<file path="src/rtl/worksheet_decoder.sv">
// -----------------------------------------------------------------------------
// worksheet_decoder
//
// Byte-stream parser for the column-organised arithmetic worksheet. Raw ASCII
// bytes are turned into numbered argument events (row, column, value) and
// operator events (column, '+' or '*'). The number of argument rows is learned
// from the input: the first line whose first non-space byte is an operator is
// taken as the operator row.
//
// Optional feature macro: DIGIT_STREAM_EN
//   When defined, a per-digit event stream (row, character offset, value) is
//   produced for column-wise number assembly downstream.
//
// Ports:
//   clk              in   sole clock
//   rst              in   synchronous active-high reset
//   byte_valid       in   qualifies byte_data
//   byte_data        in   ASCII input byte
//   arg_valid        out  one-cycle pulse, an argument completed
//   arg_row          out  0-based row of the argument
//   arg_col          out  0-based problem column of the argument
//   arg_data         out  decimal value of the argument (modulo 2**DATA_WIDTH)
//   arg_overflow     out  value did not fit in DATA_WIDTH (with arg_valid)
//   operand_valid    out  one-cycle pulse, an operator was decoded
//   operand_col      out  column of the operator
//   operand_mult_add out  1 = '*', 0 = '+'
//   done             out  one-cycle pulse after the LF ending the operator row
//   arg_rows         out  number of argument rows, valid from done onward
//   format_error     out  sticky malformed-input flag, cleared only by rst
//   digit_valid      out  (DIGIT_STREAM_EN) one pulse per digit in an argument row
//   digit_row        out  (DIGIT_STREAM_EN) row of the digit
//   digit_char_col   out  (DIGIT_STREAM_EN) byte offset of the digit in its line
//   digit_value      out  (DIGIT_STREAM_EN) value of the digit
// -----------------------------------------------------------------------------
module worksheet_decoder #(
    parameter int ROW_WIDTH      = 3,
    parameter int COL_WIDTH      = 10,
    parameter int DATA_WIDTH     = 16,
    parameter int CHAR_COL_WIDTH = 12
) (
    input  logic                      clk,
    input  logic                      rst,
    input  logic                      byte_valid,
    input  logic [7:0]                byte_data,
    output logic                      arg_valid,
    output logic [ROW_WIDTH-1:0]      arg_row,
    output logic [COL_WIDTH-1:0]      arg_col,
    output logic [DATA_WIDTH-1:0]     arg_data,
    output logic                      arg_overflow,
    output logic                      operand_valid,
    output logic [COL_WIDTH-1:0]      operand_col,
    output logic                      operand_mult_add,
    output logic                      done,
    output logic [ROW_WIDTH-1:0]      arg_rows,
    output logic                      format_error
`ifdef DIGIT_STREAM_EN
    ,
    output logic                      digit_valid,
    output logic [ROW_WIDTH-1:0]      digit_row,
    output logic [CHAR_COL_WIDTH-1:0] digit_char_col,
    output logic [3:0]                digit_value
`endif
);

    typedef enum logic [1:0] {
        ARGS,
        OPS,
        DONE
    } state_t;

    // Reaching this row index before the operator row means too many rows.
    localparam logic [ROW_WIDTH-1:0] ROW_MAX  = '1;
    localparam logic [ROW_WIDTH-1:0] ROW_LAST = ROW_MAX - 1'b1;

    state_t state, state_nxt;

    logic [DATA_WIDTH-1:0] acc, acc_nxt;
    logic                  acc_ovf, acc_ovf_nxt;
    logic                  in_token, in_token_nxt;
    logic                  line_started, line_started_nxt;
    logic [ROW_WIDTH-1:0]  row, row_nxt;
    logic [COL_WIDTH-1:0]  col, col_nxt;

    logic                  arg_valid_nxt;
    logic [ROW_WIDTH-1:0]  arg_row_nxt;
    logic [COL_WIDTH-1:0]  arg_col_nxt;
    logic [DATA_WIDTH-1:0] arg_data_nxt;
    logic                  arg_overflow_nxt;
    logic                  operand_valid_nxt;
    logic [COL_WIDTH-1:0]  operand_col_nxt;
    logic                  operand_mult_add_nxt;
    logic                  done_nxt;
    logic [ROW_WIDTH-1:0]  arg_rows_nxt;
    logic                  format_error_nxt;

`ifdef DIGIT_STREAM_EN
    logic [CHAR_COL_WIDTH-1:0] char_col, char_col_nxt;
    logic                      digit_valid_nxt;
    logic [ROW_WIDTH-1:0]      digit_row_nxt;
    logic [CHAR_COL_WIDTH-1:0] digit_char_col_nxt;
    logic [3:0]                digit_value_nxt;
`else
    // CHAR_COL_WIDTH only sizes the digit-stream counter, which is not built
    // in this configuration; the check merely keeps the parameter referenced.
    if (CHAR_COL_WIDTH < 1) begin : g_char_col_width_check
    end
`endif

    // Byte classification
    logic       is_digit, is_space, is_lf, is_cr, is_plus, is_star, is_op;
    logic [3:0] digit;

    assign is_digit = (byte_data >= 8'h30) && (byte_data <= 8'h39);
    assign is_space = (byte_data == 8'h20);
    assign is_lf    = (byte_data == 8'h0A);
    assign is_cr    = (byte_data == 8'h0D);
    assign is_plus  = (byte_data == 8'h2B);
    assign is_star  = (byte_data == 8'h2A);
    assign is_op    = is_plus | is_star;
    assign digit    = byte_data[3:0];

    // acc*10 + digit computed four bits wider so a wrap is visible in the top bits.
    logic [DATA_WIDTH+3:0] acc_wide, acc_step;

    always_comb begin
        acc_wide = (DATA_WIDTH+4)'(acc);
        acc_step = (acc_wide << 3) + (acc_wide << 1) + (DATA_WIDTH+4)'(digit);
    end

    // State register for the ARGS -> OPS -> DONE sequence.
    always_ff @(posedge clk) begin
        if (rst) begin
            state <= ARGS;
        end else begin
            state <= state_nxt;
        end
    end

    // Next-state and datapath decode. A CR or an unqualified byte leaves
    // everything untouched, which is what makes gaps and CRLF transparent.
    always_comb begin
        state_nxt            = state;
        acc_nxt              = acc;
        acc_ovf_nxt          = acc_ovf;
        in_token_nxt         = in_token;
        line_started_nxt     = line_started;
        row_nxt              = row;
        col_nxt              = col;
        arg_valid_nxt        = 1'b0;
        arg_row_nxt          = arg_row;
        arg_col_nxt          = arg_col;
        arg_data_nxt         = arg_data;
        arg_overflow_nxt     = arg_overflow;
        operand_valid_nxt    = 1'b0;
        operand_col_nxt      = operand_col;
        operand_mult_add_nxt = operand_mult_add;
        done_nxt             = 1'b0;
        arg_rows_nxt         = arg_rows;
        format_error_nxt     = format_error;
`ifdef DIGIT_STREAM_EN
        char_col_nxt         = char_col;
        digit_valid_nxt      = 1'b0;
        digit_row_nxt        = digit_row;
        digit_char_col_nxt   = digit_char_col;
        digit_value_nxt      = digit_value;
`endif

        if (byte_valid && !is_cr) begin
`ifdef DIGIT_STREAM_EN
            char_col_nxt = is_lf ? '0 : char_col + 1'b1;
`endif
            case (state)
                ARGS: begin
                    if (is_digit) begin
                        line_started_nxt = 1'b1;
                        in_token_nxt     = 1'b1;
                        if (in_token) begin
                            acc_nxt     = acc_step[DATA_WIDTH-1:0];
                            acc_ovf_nxt = acc_ovf | (|acc_step[DATA_WIDTH+3:DATA_WIDTH]);
                        end else begin
                            acc_nxt     = DATA_WIDTH'(digit);
                            acc_ovf_nxt = 1'b0;
                        end
`ifdef DIGIT_STREAM_EN
                        digit_valid_nxt    = 1'b1;
                        digit_row_nxt      = row;
                        digit_char_col_nxt = char_col;
                        digit_value_nxt    = digit;
`endif
                    end else if (is_space || is_lf) begin
                        // Report with the pre-update row/column, then advance.
                        if (in_token) begin
                            if (!format_error) begin
                                arg_valid_nxt    = 1'b1;
                                arg_row_nxt      = row;
                                arg_col_nxt      = col;
                                arg_data_nxt     = acc;
                                arg_overflow_nxt = acc_ovf;
                            end
                            col_nxt      = col + 1'b1;
                            in_token_nxt = 1'b0;
                        end
                        if (is_lf) begin
                            col_nxt          = '0;
                            line_started_nxt = 1'b0;
                            // A line without any token is not counted as a row.
                            if (line_started) begin
                                if (row >= ROW_LAST) begin
                                    format_error_nxt = 1'b1;
                                end
                                if (row != ROW_MAX) begin
                                    row_nxt = row + 1'b1;
                                end
                            end
                        end
                    end else if (is_op) begin
                        line_started_nxt = 1'b1;
                        if (!line_started) begin
                            // Operator row discovered: this byte is its first operator.
                            arg_rows_nxt = row;
                            state_nxt    = OPS;
                            if (!format_error) begin
                                operand_valid_nxt    = 1'b1;
                                operand_col_nxt      = col;
                                operand_mult_add_nxt = is_star;
                            end
                            col_nxt = col + 1'b1;
                        end else begin
                            format_error_nxt = 1'b1;
                        end
                    end else begin
                        line_started_nxt = 1'b1;
                        format_error_nxt = 1'b1;
                    end
                end

                OPS: begin
                    if (is_op) begin
                        if (!format_error) begin
                            operand_valid_nxt    = 1'b1;
                            operand_col_nxt      = col;
                            operand_mult_add_nxt = is_star;
                        end
                        col_nxt = col + 1'b1;
                    end else if (is_lf) begin
                        state_nxt = DONE;
                        done_nxt  = 1'b1;
                    end else if (!is_space) begin
                        format_error_nxt = 1'b1;
                    end
                end

                DONE: begin
                end

                default: begin
                    state_nxt = ARGS;
                end
            endcase
        end
    end

    // Parser context and registered outputs. Reset discards any partial token.
    always_ff @(posedge clk) begin
        if (rst) begin
            acc              <= '0;
            acc_ovf          <= 1'b0;
            in_token         <= 1'b0;
            line_started     <= 1'b0;
            row              <= '0;
            col              <= '0;
            arg_valid        <= 1'b0;
            arg_row          <= '0;
            arg_col          <= '0;
            arg_data         <= '0;
            arg_overflow     <= 1'b0;
            operand_valid    <= 1'b0;
            operand_col      <= '0;
            operand_mult_add <= 1'b0;
            done             <= 1'b0;
            arg_rows         <= '0;
            format_error     <= 1'b0;
        end else begin
            acc              <= acc_nxt;
            acc_ovf          <= acc_ovf_nxt;
            in_token         <= in_token_nxt;
            line_started     <= line_started_nxt;
            row              <= row_nxt;
            col              <= col_nxt;
            arg_valid        <= arg_valid_nxt;
            arg_row          <= arg_row_nxt;
            arg_col          <= arg_col_nxt;
            arg_data         <= arg_data_nxt;
            arg_overflow     <= arg_overflow_nxt;
            operand_valid    <= operand_valid_nxt;
            operand_col      <= operand_col_nxt;
            operand_mult_add <= operand_mult_add_nxt;
            done             <= done_nxt;
            arg_rows         <= arg_rows_nxt;
            format_error     <= format_error_nxt;
        end
    end

`ifdef DIGIT_STREAM_EN
    // Digit stream registers and the character-offset counter.
    always_ff @(posedge clk) begin
        if (rst) begin
            char_col       <= '0;
            digit_valid    <= 1'b0;
            digit_row      <= '0;
            digit_char_col <= '0;
            digit_value    <= '0;
        end else begin
            char_col       <= char_col_nxt;
            digit_valid    <= digit_valid_nxt;
            digit_row      <= digit_row_nxt;
            digit_char_col <= digit_char_col_nxt;
            digit_value    <= digit_value_nxt;
        end
    end
`endif

endmodule

</file>
<file path="config.mk">
export PLATFORM = sky130hd
export DESIGN_NAME = worksheet_decoder
export DESIGN_NICKNAME = d
export VERILOG_FILES = /design/src/rtl/worksheet_decoder.sv
export SDC_FILE = /design/constraint.sdc
export NUM_CORES = 1
export LEC_CHECK = 0
export CAP_MARGIN = 20
export CORE_MARGIN = 4
export CORE_UTILIZATION = 44
export DETAILED_ROUTE_END_ITERATION = 16
export PLACE_DENSITY = 0.63
export SLEW_MARGIN = 20
export SYNTH_ARGS = -nofsm -noshare
export SYNTH_HDL_FRONTEND = slang
export SYNTH_SLANG_ARGS = --single-unit
</file>
<file path="constraint.sdc">
create_clock -name clk -period 5.3 [get_ports clk]
set_input_delay 1.06 -clock clk [delete_from_list [all_inputs] [get_ports clk]]
set_output_delay 1.06 -clock clk [all_outputs]
set_load 0.03 [all_outputs]
</file>
==> results of run 1 <==
## kinds of logic (layout without fill, tap and decap cells)
logic type               Yosys count  after routing
buffers and inverters             39             90
flip-flops                        82             82
XOR/XNOR                          14             14
multiplexers                      49             49
AO/OA/AOI/OAI                    117            117
adder cells (fa/ha/maj)           36             36
AND/OR/NAND/NOR                  176            176
## power groups by stage
stage	sequential (mW)	clock [mW]	combinational [mW]
detailed placement	0.635	0	0.0509
CTS	0.621	0.468	0.0512
global route	0.621	0.498	0.0569
finish	0.620	0.452	0.0515
global placement	0.635	0	0.0503
floorplan	0.635	0	0.0307
## metal layers
| metal | vias to the layer above | GRT usage |
|---|---|---|
| li1 | 1959 | - |
| met1 | 1878 | 0.2816 |
| met5 | - | 0 |
| met2 | 130 | 0.2860 |
| met3 | 20 | 0.03347 |
| met4 | 0 | 0.06233 |
## cells in the final DEF (no fill, tap or decap), types with 4 or more instances in the layout
cell type        netlist  layout
o21a_1                 5       5
xor2_1                 4       4
and3_1                 6       6
a21oi_1               31      31
inv_1                 14      14
a22oi_1                4       4
mux2i_1               48      48
a31oi_1                7       7
clkdlybuf4s50_1        0      57
o211ai_1               9       9
clkbuf_8               0       9
ha_1                  34      34
nor2_1                75      75
nand2_1               30      30
nand3_1               27      27
xnor2_1               10      10
nand3b_1               4       4
dfxtp_1               82      82
a211oi_1               8       8
o21ai_0               22      22
nor3_1                 4       4
## cells in the mapped netlist (4+ instances only)
| cell type | number | area (µm²) |
|---|---|---|
| xor2_1 | 4 | 35.03 |
| nand3b_1 | 4 | 30.03 |
| dfxtp_1 | 82 | 1642 |
| a21oi_1 | 31 | 155.2 |
| a22oi_1 | 4 | 30.03 |
| nand3_1 | 27 | 135.1 |
| inv_1 | 14 | 52.55 |
| a31oi_1 | 7 | 43.79 |
| o21a_1 | 5 | 37.54 |
| xnor2_1 | 10 | 87.58 |
| a211oi_1 | 8 | 60.06 |
| clkbuf_1 | 18 | 67.56 |
| nor2_1 | 75 | 281.5 |
| o211ai_1 | 9 | 67.56 |
| nor3_1 | 4 | 20.02 |
| and3_1 | 6 | 37.54 |
| nand2_1 | 30 | 112.6 |
| ha_1 | 34 | 425.4 |
| o21ai_0 | 22 | 110.1 |
| mux2i_1 | 48 | 480.5 |
| buf_6 | 4 | 45.04 |
## cell type report
cell class                      count  area (µm²)
Sequential cell                    82        1642
Timing Repair Buffer               60       590.6
Inverter                           14       52.55
Multi-Input combinational cell    392        2735
Clock inverter                      7       72.57
Fill cell                         952        4527
Clock buffer                        9       123.9
Tap cell                          133       166.4
## flip-flops by register name, indices dropped and copies added, names as in the netlist
register          flops
acc                  16
arg_data             16
arg_col              10
col                  10
operand_col          10
arg_row               3
arg_rows              3
row                   3
state                 2
acc_ovf               1
arg_overflow          1
arg_valid             1
done                  1
format_error          1
in_token              1
line_started          1
operand_mult_add      1
operand_valid         1
## worst reg2reg max path, cell delays in order, from the launching register on
cell and delay, ns:
dfxtp_1 0.39, inv_1 0.08, fa_1 0.50, inv_1 0.07
fa_1 0.47, a211oi_1 0.38, o21ai_0 0.20, nand3_1 0.11
nand3_1 0.09, xor2_1 0.15, o41a_1 0.40
## path summary, 6_finish.rpt
path | slack (ns) | from | to | depth (start not counted)
worst max-delay path | 1.37 | byte_data[3] | acc_ovf | 11
worst min-delay path | 0.50 | arg_data[5] | arg_data[5] | 2
worst max register to register | 2.35 | acc[0] | acc_ovf | 10
worst min register to register | 0.50 | arg_data[5] | arg_data[5] | 2
==> reports/metrics.cfg, run 1 <==
[placement]
hpwl_um=8002
place_ws_ns=0.9926
dp_cells=681
gp_congestion=0.9446
port_buffers=58
place_area_um2=5186

[floorplanning]
die_area_um2=12050
num_io_pins=59
die_w_um=109.8
start_util=0.4598
die_h_um=109.8
coreArea_um2=9910
rows=36

[synth]
yosys_most_used_dff=dfxtp_1
synth-compound-area-share=0.1738
synthesis.area_um2=4557
synth_fa_ha_area_frac=0.1021
synth_xor_area_frac=0.02691
yosys.area_share.simple=0.1895
synth_mux_area_frac=0.1079
yosysSeqAreaShare=0.3602
netlist_instances=513
ys_warn_count=0
async_flop_share=0
syn_nets=560
synth_edf_count=0
synth_area_per_cell_um2=8.883
synth_top_family_by_area=simple AND/OR/NAND/NOR gates
synthDistinctLibCells=65
ys_ff_latch=82

[worst_setup_path]
cp_top_family=adder cells
cp-end-kind=flop
path_cells=clkdlybuf4s50_1 > inv_1 > fa_1 > inv_1 > fa_1 > a211oi_1 > o21ai_0 > nand3_1 > nand3_1 > xor2_1 > o41a_1
worst-path-max-fanout=7
worstPathRequired_ns=5.54
critPathBufInv=3
start_kind=input port
worstSetupPathType=in2reg
crit_path_top_delay_cell=clkdlybuf4s50_1
critPathArrivalTime_ns=4.17
cp_slowest_stage_delay_ns=0.60

[timing]
slew_headroom=0.3033
fin_tns_setup_ns=0
clock.fmax_mhz=254.7
period_minus_slack_ns=3.926
setup_viol=0
tightest_slew_ns=1.039
fin_ws_ns=1.374
skew_ns=0.01193
whs_ns=0.5042
drv_slew=0
grt_setup_unrepaired=false
fin_crit_sh=0.7407
hold_viol_final=0

[cts]
cts_tree=built
numCtsBuffers=9
cts-htree-levels=3
clk_pin_slew_ns=0.09
post_cts_buffers=0
clockRootBuffer=clkbuf_8
clk_latency_ns=0.36
cts.hold.buffers_added=0
cts_resized=0
clk_path_buf_depth=2
cts_sinks=82

[detailed_routing]
wl_per_cell_um=15.91
drc=0
routed-wl-met3_um=666
ant_nets=0
viasPerCell=5.720
dr.pass1.iters=5
routedLengthMet1_um=5476
dr_wl_met2_um=4761
vias=3987
wl_um=11090
dr.max_layer_used=met4
drt_iter0_drc=230

[global_routing]
antenna_found_initial=0
grt_pass1_vias=3668
grt_pass1_wl_um=18330
grt_use_total=0.1925
grt_max_degree=46
grt_remaining_overflow=0

[final_layout]
drive_above_1_share=0.06028
post-route-util=0.5432
stdcell_area_um2=5383
area_growth_pct=18.12
fin_cells=697
antenna_cells=0
nets=606

[status]
outcome=finished, final reports clean

[power_and_ir_drop]
power_density_nw_per_um2=208.8
p_int_mw=0.8186
switching_share=0.2715
leakage_nw=2.348
max-vdd-ir-drop_uv=134.5
p_sw_mw=0.3051
total_power_mw=1.124
p_seq_frac=0.552
combinationalPowerShare=0.046
power_frac_clock=0.402

[hold_path]
min_path_type=reg2reg

[job]
cap_violations=0

Power figures use the tool's default switching activity.
==> run 2, diff against run 1 <==
clock period = 3.74 ns   (was 5.3 ns; I/O delays follow)
==> run 2 against run 1 <==
Against the previous run:
- cell count up 1.9%
- clock-buffer cell count unchanged
- sequential power up 42%
- clock power up 42%
- utilization up 0.95 points
- flip-flop and latch count unchanged
- first-iteration DRC count down 14%
- routed wire length up 0.78%
- design area up 1.7%
- worst setup slack worse by 0.99 ns
- via count down 1.4%
- global-route usage up 0.27 points
==> reports/metrics.cfg, run 2 (synthesis results as in run 1) <==
[cts]
clk_path_buf_depth=2  ; unchanged
post_cts_buffers=0  ; unchanged
cts_sinks=82  ; unchanged
cts_resized=0  ; unchanged
clk_latency_ns=0.36  ; about the same
cts-htree-levels=3  ; unchanged
cts_tree=built
clk_pin_slew_ns=0.09  ; about the same
clockRootBuffer=clkbuf_8
numCtsBuffers=9  ; unchanged
cts.hold.buffers_added=0  ; unchanged

[worst_setup_path]
worstSetupPathType=in2reg
path_cells=clkdlybuf4s50_1 > inv_1 > fa_1 > inv_1 > fa_1 > a211oi_1 > buf_4 > o21ai_0 > nand3_1 > nand3_1 > xor2_1 > o41a_1
crit_path_top_delay_cell=fa_1
start_kind=input port
worstPathRequired_ns=3.98  ; -1.56 ns
worst-path-max-fanout=3  ; -4
cp_slowest_stage_delay_ns=0.52  ; -0.08 ns
critPathArrivalTime_ns=3.59  ; -0.58 ns
cp-end-kind=flop

[placement]
hpwl_um=8167  ; +2.1%
port_buffers=58  ; unchanged
gp_congestion=0.9089  ; -3.8%
dp_cells=694  ; +1.9%

[power_and_ir_drop]
p_seq_frac=0.550  ; -0.002
power_density_nw_per_um2=291.9  ; +40%
p_int_mw=1.165  ; +42%
max-vdd-ir-drop_uv=192.7  ; +43%
power_frac_clock=0.402  ; about the same
leakage_nw=2.412  ; +2.7%
combinationalPowerShare=0.048  ; +0.002
switching_share=0.2710  ; -0.0005765
p_sw_mw=0.4332  ; +42%

[timing]
fin_tns_setup_ns=0  ; unchanged
slew_headroom=0.4140  ; +0.1106
skew_ns=0.01271  ; +0.0007866 ns
hold_viol_final=0  ; unchanged
clock.fmax_mhz=298.0
tightest_slew_ns=0.8791  ; -0.1603 ns
drv_slew=0  ; unchanged
fin_crit_sh=0.8972
grt_setup_unrepaired=false
period_minus_slack_ns=3.355
setup_viol=0  ; unchanged

[detailed_routing]
drc=0  ; unchanged
vias=3932  ; -1.4%
dr.pass1.iters=4  ; -1
ant_nets=0  ; unchanged
wl_um=11180  ; +0.78%
wl_per_cell_um=15.74  ; -1.1%
viasPerCell=5.538  ; -3.2%
drt_iter0_drc=198  ; -14%

[global_routing]
grt_pass1_wl_um=18620  ; +1.5%
grt_use_total=0.1953  ; +0.002711
grt_pass1_vias=3761  ; +2.5%
antenna_found_initial=0  ; unchanged
grt_max_degree=81  ; +76%
grt_remaining_overflow=0  ; unchanged

[final_layout]
final_common_cell=dfxtp_1
top_regs=acc x16, arg_data x16
fillCellCount=929  ; -2.4%
antenna_cells=0  ; unchanged
nets=619  ; +2.1%
layout_common_cells=dfxtp_1, nor2_1, clkdlybuf4s50_1
area_growth_pct=20.18
drive_above_1_share=0.08146  ; +0.02117
fin_cells=710  ; +1.9%

[floorplanning]
die_area_um2=12050  ; unchanged
die_h_um=109.8  ; unchanged
die_w_um=109.8  ; unchanged
start_util=0.4598  ; unchanged
num_io_pins=59  ; unchanged
rows=36  ; unchanged
coreArea_um2=9910  ; unchanged

[status]
outcome=finished, final reports clean

[hold_path]
min_path_type=reg2reg

[job]
cap_violations=0  ; unchanged

run 2: cell count changes in the layout (fill, tap and decap cells not counted):
cell	delta
inv_8	+1
clkinv_8	-1
clkinvlp_4	-1
buf_4	+13
inv_6	+1
run 2: critical path: cells and delay by family:
family	cells	cell delay, ns
adders and majority gates	2	0.97
AOI/OAI and AO/OA	3	0.77
buffers and inverters	4	0.76
and+or+nand+nor	2	0.18
xor gates and xnor gates	1	0.16
run 2: power by group through the flow:
stage               clock [mW]  sequential [mW]  combinational (mW)
floorplan                    0            0.899              0.0435
global placement             0            0.900              0.0757
detailed placement           0            0.900              0.0758
CTS                      0.665            0.879              0.0770
global route             0.708            0.880              0.0853
finish                   0.643            0.879              0.0766
run 2: cell type report:
class	instances	area [µm²]	area share
flip-flops and latches	82	1642	0.2997
well taps	133	166.4	0.03039
multi-input cells	392	2735	0.4994
clock buffers	9	123.9	0.02262
clock inverters	7	68.82	0.01257
repair buffers	73	688.2	0.1257
inverters	14	52.55	0.009596
run 2: per-layer routing:
metal	track usage	share of wire	wire length, µm	vias up
li1	-	-	-	1985
met1	0.2825	0.51	5644	1832
met2	0.2995	0.44	4907	106
met3	0.03758	0.046	511	9
met4	0.04630	0.010	112	0
met5	0	0	0	-
run 2: path summary, 6_finish.rpt:
kind	slack, ns	endpoint	from	depth (start not counted)
worst max-delay path	0.38	acc_ovf	byte_data[3]	12
worst max register to register	0.80	acc_ovf	acc[10]	8
worst min-delay path	0.50	arg_data[9]	arg_data[9]	2
worst min register to register	0.50	arg_data[9]	arg_data[9]	2
run 2: per-stage QoR:
stage | power (mW) | utilization | area [µm²] | hold slack, ns | worst slack [ns]
finish | 1.599 | 0.5527 | 5477 | 0.4989 | 0.3846
CTS | 1.622 | 0.5527 | 5477 | 0.5072 | 0.3705
global route | 1.674 | 0.5527 | 5477 | 0.5317 | 0.2107
floorplan | 0.9427 | - | 4557 | 0.4648 | 0.5984
global placement | 0.9755 | 0.5332 | 5284 | 0.4718 | 0.03044
detailed placement | 0.9755 | 0.5332 | 5284 | 0.4841 | -0.01364
==> run 3, diff against run 2 <==
--- a/config.mk
+++ b/config.mk
@@ -11,5 +11,4 @@
 export DETAILED_ROUTE_END_ITERATION = 16
 export PLACE_DENSITY = 0.63
-export SLEW_MARGIN = 20
 export SYNTH_ARGS = -nofsm -noshare
 export SYNTH_HDL_FRONTEND = slang
==> constraint.sdc (replaced) <==
create_clock -name clk -period 3.74 [get_ports clk]
set_input_delay 0.374 -clock clk [delete_from_list [all_inputs] [get_ports clk]]
set_output_delay 0.374 -clock clk [all_outputs]
set_load 0.03 [all_outputs]
==> run 3 against run 2 <==
Against the previous run:
- combinational power is 3.1% lower
- clock skew is 0.0048 ns higher
- global-route usage is 0.44 points lower
- clock-buffer cell count stayed put
- worst setup slack better by 0.22 ns
- critical path depth is 1 lower
- routed wire length is 2.0% lower
- cell count is 1.3% lower
- non-clock buffer count is 9 lower
- first-iteration DRC count is 57% higher
- highest routed layer unchanged
==> reports/metrics.cfg, run 3 (synthesis results as in run 1) <==
[global_routing]
grt_pass1_vias=3617  ; -3.8%
grt_max_degree=62  ; -23%
grt_remaining_overflow=0  ; unchanged
antenna_found_initial=0  ; unchanged
grt_use_total=0.1909  ; -0.004391
grt_pass1_wl_um=18190  ; -2.3%

[timing]
drv_slew=0  ; unchanged
tightest_slew_ns=0.8887  ; +0.009589 ns
skew_ns=0.01754  ; +0.004824 ns
setup_viol=0  ; unchanged
clock.fmax_mhz=318.7  ; +6.9%
grt_setup_unrepaired=false
fin_tns_setup_ns=0  ; unchanged
period_minus_slack_ns=3.137  ; -0.2180 ns
hold_viol_final=0  ; unchanged
fin_crit_sh=0.8389  ; -0.05828
slew_headroom=0.4076  ; -0.006392

[worst_setup_path]
r2r-end=acc_ovf
cp_top_family=compound AO/OA/AOI/OAI gates
crit_path_top_delay_cell=fa_1
crit_start=byte_data[3]
rr_worst_depth=10  ; +2
r2r_setup_slack_ns=0.74  ; -0.06 ns
path_cells=clkdlybuf4s50_1 > inv_1 > fa_1 > inv_1 > fa_1 > a211oi_1 > o21ai_0 > nand3_1 > nand3_1 > xor2_1 > o41a_1
worstPathRequired_ns=3.98  ; about the same
critPathBufInv=3  ; -1
r2r_start=acc[0]
start_kind=input port
critPathArrivalTime_ns=3.38  ; -0.21 ns
cp-end-kind=flop
worst-path-max-fanout=3  ; unchanged
cp-endpoint=acc_ovf
worstSetupPathType=in2reg
cp.depth=11  ; -1
cp_slowest_stage_delay_ns=0.54  ; +0.02 ns

[floorplanning]
num_io_pins=59  ; unchanged
coreArea_um2=9910  ; unchanged
die_w_um=109.8  ; unchanged
die_area_um2=12050  ; unchanged
rows=36  ; unchanged
start_util=0.4598  ; unchanged
die_h_um=109.8  ; unchanged

[placement]
dp_cells=685  ; -1.3%
hpwl_um=8138  ; -0.36%
port_buffers=58  ; unchanged
gp_congestion=0.9236  ; +1.6%

[final_layout]
final_common_cell=dfxtp_1
area_growth_pct=19.06
layout_common_cells=dfxtp_1, nor2_1, clkdlybuf4s50_1
fillCellCount=966  ; +4.0%
top_regs=acc x16, arg_data x16
post-route-util=0.5475  ; -0.005177
nets=610  ; -1.5%
drive_above_1_share=0.06690  ; -0.01455
fin_cells=701  ; -1.3%
antenna_cells=0  ; unchanged

[power_and_ir_drop]
power_density_nw_per_um2=294.9  ; +1.0%
p_int_mw=1.162  ; -0.30%
leakage_nw=2.374  ; -1.6%
switching_share=0.2738  ; +0.002831
p_sw_mw=0.4381  ; +1.1%
combinationalPowerShare=0.046  ; -0.002
power_frac_clock=0.404  ; +0.002
p_seq_frac=0.550  ; about the same
max-vdd-ir-drop_uv=155.3  ; -19%

[cts]
post_cts_buffers=0  ; unchanged
clk_latency_ns=0.37  ; about the same
cts.hold.buffers_added=0  ; unchanged
cts-htree-levels=3  ; unchanged
clk_path_buf_depth=2  ; unchanged
cts_tree=built
clockRootBuffer=clkbuf_8
cts_resized=0  ; unchanged
cts_sinks=82  ; unchanged
clk_pin_slew_ns=0.10  ; about the same
numCtsBuffers=9  ; unchanged

[detailed_routing]
vias=3966  ; +0.86%
dr.pass1.iters=5  ; +1
drc=0  ; unchanged
routedLengthMet1_um=5402  ; -4.3%
dr_wl_met2_um=4774  ; -2.7%
dr.max_layer_used=met4
ant_nets=0  ; unchanged
routed-wl-met3_um=666  ; +30%
wl_um=10950  ; -2.0%
drt_iter0_drc=311  ; +57%
wl_per_cell_um=15.62  ; -0.76%
viasPerCell=5.658  ; +2.2%

[job]
cap_violations=0  ; unchanged

[hold_path]
hp-start=rst
min_path_type=in2reg

[status]
outcome=finished, final reports clean

run 3: metrics by stage:
stage | power (mW) | hold slack, ns | setup slack (ns) | instance area [µm²]
after floorplan | 0.9427 | 0.4648 | 0.9724 | 4557
after global placement | 0.9729 | 0.4738 | 0.2947 | 5229
after detailed placement | 0.9736 | 0.4861 | 0.2202 | 5229
after CTS | 1.617 | 0.3880 | 0.5993 | 5425
after global routing | 1.661 | 0.4085 | 0.4311 | 5425
final | 1.600 | 0.4023 | 0.6026 | 5425
run 3: routing by layer:
| metal | global-route usage | up-vias |
|---|---|---|
| met2 | 0.2877 | 121 |
| li1 | - | 1971 |
| met1 | 0.2800 | 1864 |
| met5 | 0 | - |
| met3 | 0.03641 | 10 |
| met4 | 0.04630 | 0 |
run 3: worst min-delay path by stage:
stage,cells past startpoint,endpoint,slack (ns)
floorplan,2,acc[12],0.46
global placement,2,arg_data[9],0.47
detailed placement,2,operand_col[0],0.49
CTS,2,arg_col[8],0.39
global route,2,arg_col[2],0.41
finish,2,arg_col[7],0.40
run 3: power by group through the flow:
stage	Combinational (mW)	Sequential, mW	Clock (mW)
4_1_cts	0.0748	0.879	0.663
5_1_grt	0.0822	0.880	0.699
6_report	0.0742	0.879	0.646
3_3_place_gp	0.0733	0.900	0
3_5_place_dp	0.0741	0.900	0
2_1_floorplan	0.0435	0.899	0
run 3: layout make-up:
cell class                      count  area [µm²]  share of cell area
Clock inverter                      7       72.57             0.01338
Multi-Input combinational cell    392        2735              0.5042
Clock buffer                        9       123.9             0.02283
Inverter                           14       52.55            0.009686
Timing Repair Buffer               64       633.1              0.1167
Sequential cell                    82        1642              0.3026
Tap cell                          133       166.4             0.03067
